--- config.mk ---
export PLATFORM = sky130hd
export DESIGN_NAME = lbist_ora
export DESIGN_NICKNAME = d
export VERILOG_FILES = /design/src/rtl/lbist_ora.sv
export SDC_FILE = /design/constraint.sdc
export NUM_CORES = 1
export LEC_CHECK = 0
export BUFFER_PORTS_ARGS = -buffer_cell sky130_fd_sc_hd__buf_2
export CORE_MARGIN = 5
export CORE_UTILIZATION = 54
export DETAILED_ROUTE_END_ITERATION = 10
export PLACE_DENSITY = 0.84
export SLEW_MARGIN = 40
export SYNTH_ARGS = -nofsm -noshare
export SYNTH_HDL_FRONTEND = slang
export SYNTH_SLANG_ARGS = --single-unit
--- constraint.sdc ---
create_clock -name clk -period 4.1 [get_ports clk]
set_input_delay 0.615 -clock clk [delete_from_list [all_inputs] [get_ports clk]]
set_output_delay 0.615 -clock clk [all_outputs]
set_load 0.01 [all_outputs]
--- src/rtl/lbist_ora.sv ---
// rtl/lbist_ora.sv - LBIST output response analyzer: MISR compaction, pattern count, golden compare
module lbist_ora #(
    parameter int                  IN_BITS    = 4,
    parameter int                  SIG_BITS   = 16,
    parameter logic [SIG_BITS-1:0] POLY       = 16'h002D,
    parameter logic [SIG_BITS-1:0] SEED       = '0,
    parameter int                  N_PATTERNS = 15,
    parameter int                  CNT_BITS   = 8
) (
    input  logic                clk,
    input  logic                rst,
    input  logic                start,
    input  logic                resp_valid,
    input  logic [IN_BITS-1:0]  RESP,
    input  logic [SIG_BITS-1:0] GOLDEN,
    output logic [SIG_BITS-1:0] SIGNATURE,
    output logic [CNT_BITS-1:0] PATTERN_COUNT,
    output logic                busy,
    output logic                done,
    output logic                pass
);

    typedef enum logic [1:0] {
        S_IDLE,
        S_RUN,
        S_CHECK,
        S_DONE
    } state_t;

    localparam logic [CNT_BITS-1:0] LAST_CNT = CNT_BITS'(N_PATTERNS - 1);

    state_t              state;
    state_t              state_nx;
    logic [SIG_BITS-1:0] resp_ext;
    logic [SIG_BITS-1:0] misr_nx;

    assign resp_ext = SIG_BITS'(RESP);
    assign misr_nx  = {SIGNATURE[SIG_BITS-2:0], 1'b0}
                    ^ (SIGNATURE[SIG_BITS-1] ? POLY : '0)
                    ^ resp_ext;

    always_comb begin
        state_nx = state;
        case (state)
            S_IDLE:  if (start) state_nx = S_RUN;
            S_RUN:   if (resp_valid && PATTERN_COUNT == LAST_CNT) state_nx = S_CHECK;
            S_CHECK: state_nx = S_DONE;
            S_DONE:  if (start) state_nx = S_RUN;
            default: state_nx = S_IDLE;
        endcase
    end

    // Status flags are registered from the next state so they line up with the state register.
    always_ff @(posedge clk) begin
        if (!rst) begin
            state         <= S_IDLE;
            SIGNATURE     <= SEED;
            PATTERN_COUNT <= '0;
            busy          <= 1'b0;
            done          <= 1'b0;
            pass          <= 1'b0;
        end else begin
            state <= state_nx;
            busy  <= (state_nx == S_RUN) || (state_nx == S_CHECK);
            done  <= (state_nx == S_DONE);
            case (state)
                S_IDLE, S_DONE: begin
                    if (start) begin
                        SIGNATURE     <= SEED;
                        PATTERN_COUNT <= '0;
                        pass          <= 1'b0;
                    end
                end
                S_RUN: begin
                    if (resp_valid) begin
                        SIGNATURE     <= misr_nx;
                        PATTERN_COUNT <= PATTERN_COUNT + 1'b1;
                    end
                end
                S_CHECK: pass <= (SIGNATURE == GOLDEN);
                default: ;
            endcase
        end
    end

endmodule

After elaboration in Yosys (flattened, before gate mapping)
Index checks and enable logic that the tools add are counted.
W data, S select, Z words.
{ "classes": {"eq_ne": 10, "reduce_logical": 8, "bitwise_logic": 2, "addsub": 1, "mux": 12} }
{ "ops": {"columns": ["op", "n"], "rows": [
  ["$mux W16", 2],
  ["$pmux W16 S2", 1],
  ["$eq A16 B16 Y1", 1],
  ["$mux W8", 2],
  ["$pmux W8 S2", 1],
  ["$xor A16 B4 Y16", 1],
  ["$xor A16 B6 Y16", 1],
  ["$add A8 B1 Y8 const B", 1],
  ["$eq A2 B2 Y1 const B", 4],
  ["$eq A8 B4 Y1 const B", 1],
  ["$mux W6", 1],
  ["$pmux W2 S3", 1],
  ["$eq A2 B1 Y1 const B", 2],
  ["$mux W2", 2],
  ["$reduce_bool A2 Y1", 2],
  ["$reduce_and A3 Y1", 1],
  ["$logic_not A2 Y1", 1],
  ["$ne A2 B1 Y1 const B", 1],
  ["$ne A2 B2 Y1 const B", 1],
  ["$pmux W1 S2", 1],
  ["$reduce_and A2 Y1", 1],
  ["$reduce_or A2 Y1", 1],
  ["$logic_and A1 B1 Y1", 1],
  ["$logic_or A1 B1 Y1", 1],
  ["$mux W1", 1]
]} }
{ "totals": {"elab_cells": 39, "register_bits": 29, "out_inout_bits": 27, "inputBits": 24} }

Logic depth before layout (Yosys ltp)
{ "depth": {"ltp_word": 6, "depth_mapped": 7, "mapped_depth_nobuf": 7} }

Worst setup path before layout
Ideal clock, no wire load.
{ "synth_path": {"path_kind": "input -> register", "from": "input resp_valid", "to": "register busy", "slack_ns": 2.104, "stages": 5, "arrival_ns": 1.881, "required_time_ns": 3.985, "setup_ns": 0.115, "path_buffers": 0, "path_cell_list": "or4b_2 > nor3_1 > o22a_2 > ha_1 > and2_1"} }
{ "synth_via": {"elab_chain_len": 5, "word_cells_on_any_way": 6, "classes_between": "eq/ne: 2; mux: 2; reduce/logical: 2"} }
{ "synth_rtl": {"columns": ["element", "line_no", "source"], "rows": [
  ["start: declaration", "13", "input logic resp_valid,"],
  ["$logic_and A1 B1 Y1 (*)", "46", "S_RUN: if (resp_valid && PATTERN_COUNT == LAST_CNT) state_nx = S_CHECK;"],
  ["$mux W2 (*)", "46", null],
  ["$pmux W2 S3 (*)", "44", "case (state)"],
  ["via state_nx[1]", "33", "state_t state_nx;"],
  ["$eq A2 B1 Y1 / $eq A2 B2 Y1 (equally long branches)", "64", "busy <= (state_nx == S_RUN) || (state_nx == S_CHECK);"],
  ["$logic_or A1 B1 Y1 (*)", "64", null],
  ["end signal: assignment", "64", null],
  ["end: declaration", "18", "output logic busy,"]
]} }
Mark *: on every way through the listed nets, which the timed path passes. The rest lies on a longest branch.
A chain may end at the register's enable or synchronous reset.

Worst setup path after layout
{ "layout_path": {"from": "register state[1]", "to": "register PATTERN_COUNT[7]"} }
{ "layout_via": {"elab_chain_len": 4, "word_cells_on_any_way": 9, "classes_between": "eq/ne: 4; mux: 1; reduce/logical: 4"} }
{ "layout_rtl": {"columns": ["element", "line_no", "source"], "rows": [
  ["start: declaration", "32", "state_t state;"],
  ["start signal: assignment", "63", "state <= state_nx;"],
  ["$eq A2 B2 Y1 / $logic_not A2 Y1 (equally long branches)", "66", "case (state)"],
  ["$reduce_or A2 Y1 (no source line)", null, null],
  ["$ne A2 B1 Y1 (no source line) / $reduce_bool A2 Y1 (equally long branches)", null, null],
  ["$reduce_and A3 Y1 (no source line)", null, null],
  ["end signal: assignment", "77", "PATTERN_COUNT <= PATTERN_COUNT + 1'b1;"],
  ["end: declaration", "17", "output logic [CNT_BITS-1:0] PATTERN_COUNT,"]
]} }
Parallel ways exist; a longest one is shown, timed or not.

==> metrics.cfg <==
[setup_path]
cp-start-kind = flop
cp_num_buf_inv = 1
crit_family = simple AND/OR/NAND/NOR gates
crit_path_top_delay_cell = or4_1
cp-end-kind = flop
path_class = reg2reg
slowest_delay_ns = 0.53
path_cells = inv_1 > ha_1 > and2b_4 > or3_4 > or4_1 > a21oi_1
cp.required_ns = 4.35
worst-endpoint-arrival_ns = 2.61
crit_fanout = 22

[floorplan]
fp.dieW_um = 63.6
ios = 51
die_y_um = 63.6
die_area_sq_um = 4040
core_region_area_sq_um = 2760
rows = 19
start_util_pct = 56.3

[grt]
antenna_found_initial = 0
grt_usage_pct = 18.4
gr-total-overflow = 0
grt_pass1_vias = 1373
grt_pass1_wl_um = 6070
grt_max_degree = 26

[power_and_ir_drop]
finalPower_uw = 551
power.density_nw_per_um2 = 295
power_leakage_uw = 0.000772
peakVddDrop_mv = 0.233

[finish]
diodes = 0
final_cells = 255
nets = 254
synthToLayoutAreaGrowth_pct = 20.2
final_cell_mix = 50 x buf_2, 29 x dfxtp_1, 20 x nand2_1
drive_above_1_share_pct = 28.1
layout_commonest_cell = buf_2

[clock_tree]
clock_path_buffers = 2
cts_sinks = 29
ctsResizeCount = 0
cts_tree = built
hold_buffers = 0
htreeDepth = 2
root_buffer = clkbuf_4
post_cts_buffers = 0
clk_latency_ns = 0.32
numCtsBuffers = 5
clk_pin_slew_worst_paths_ns = 0.09

[placement]
pre_cts_ws_ns = 1.77
dp_cells = 248
hpwl_um = 2640
portBuffers = 50
gp_congestion = 0.810

[detailed_routing]
drc_errors = 0
wl_um = 3560
drtIter0Drc = 62
ant_nets = 0
firstDrtPassIters = 4
vias = 1420
via_per_inst = 5.57
post_drt_wl_per_cell_um = 14.0

[synthesis]
ys_types = 35
yosys_register_bits = 29
synth_top_family_by_area = simple AND/OR/NAND/NOR gates
post_synth_xor_area_fraction_pct = 14.1
yosysSeqAreaShare_pct = 37.4
netlist_instances = 176
syn_area_per_cell_sq_um = 8.82
netlist_area_sq_um = 1550
synthMuxAreaShare_pct = 0
async_flop_share_pct = 0
synthSimpleGateAreaFrac_pct = 25.0
synth_warnings = 0
synth-edff-count = 0
synth_adder_area_share_pct = 4.84
synth_nets = 206
synth_ff_type = dfxtp_1
synth_compound_area_share_pct = 15.3

[sta]
slew_violations = 0
finalHoldViolations = 0
finalSetupViolCount = 0
min_period_over_period_pct = 57.5
finClkSkew_ns = 0.00698
fin_tns_setup_ns = 0
worst_pin_slew_ns = 0.671
worst_slack_ns = 1.74
slew_headroom_pct = 54.8
max_freq_mhz = 424
layout_min_cycle_time_ns = 2.36
rsz0062_at_grt = false

[job]
drv_cap = 0

[worst_hold_path]
hold_class = reg2reg

[outcome]
status = finished, final reports clean

metrics by stage:
step                utilization [%]  cell area (sq um)  hold WS, ns
CTS                            67.6               1870        0.505
finish                         67.6               1870        0.512
detailed placement             65.7               1810        0.493
global route                   67.6               1870        0.543
floorplan                         -               1550        0.504
global placement               65.4               1800        0.476
logic make-up after synthesis:
kind of cell | Yosys count
adder cells (fa/ha/maj) | 6
AND/OR/NAND/NOR | 69
XOR/XNOR | 25
flip-flops | 29
buffers and inverters | 13
AO/OA/AOI/OAI | 34
power by group:
| group | total, uW | internal [uW] | switching, uW |
|---|---|---|---|
| Sequential | 291 | 286 | 4.87 |
| Clock | 176 | 80.9 | 95.4 |
| Combinational | 83.8 | 35.9 | 47.9 |
metal layers:
metal	routed length, um	GRT usage (%)	share of wire, %
met5	0	0	0
met4	45	6.75	1.3
met3	235	5.33	6.6
met2	1690	31.0	47
met1	1590	22.0	45
sequential cells by signal, summed over array words and instances, names as in the netlist:
| signal | cells |
|---|---|
| PATTERN_COUNT | 8 |
| state | 2 |
| busy | 1 |
| SIGNATURE | 16 |
| done | 1 |
| pass | 1 |
worst register-to-register path, delay by kind of cell (launching register included):
family / cells / cell delay, ns
simple gates: 3 / 1.28
fa+ha+maj: 1 / 0.41
flops: 1 / 0.37
compound gates: 1 / 0.16
buf+inv: 1 / 0.07
final cells by class:
type | instances | area [sq um]
multi-input combinational | 134 | 926
fill | 240 | 892
sequential | 29 | 581
inverter | 4 | 15.0
tap | 31 | 38.8
clock buffer | 7 | 55.1
timing repair buffer | 50 | 250
path summary, 6_finish.rpt:
| path | start | end | slack, ns | depth (start not counted) |
|---|---|---|---|---|
| setup / recovery | state[1] | PATTERN_COUNT[7] | 1.74 | 6 |
| hold / removal | PATTERN_COUNT[7] | PATTERN_COUNT[7] | 0.51 | 2 |
| setup reg to reg | state[1] | PATTERN_COUNT[7] | 1.74 | 6 |
| hold reg to reg | PATTERN_COUNT[7] | PATTERN_COUNT[7] | 0.51 | 2 |
cells in the mapped netlist, drive strengths merged, types with 2 or more instances:
master	count	share of area (%)
a21boi	18	8.7
a21oi	5	1.6
and2	4	1.6
buf	2	0.65
clkbuf	7	1.7
dfxtp	29	37
ha	6	4.8
inv	4	0.97
nand2	20	4.8
nand3	18	5.8
nand4	6	2.4
nor2	4	0.97
nor3	2	0.97
o21ai	4	1.3
o22a	2	1.2
o31ai	2	0.97
or3	3	1.5
or4	3	1.5
or4b	2	1.5
xnor2	18	10
xor2	7	4.0
Note: power is estimated with default switching activity, not from simulation.
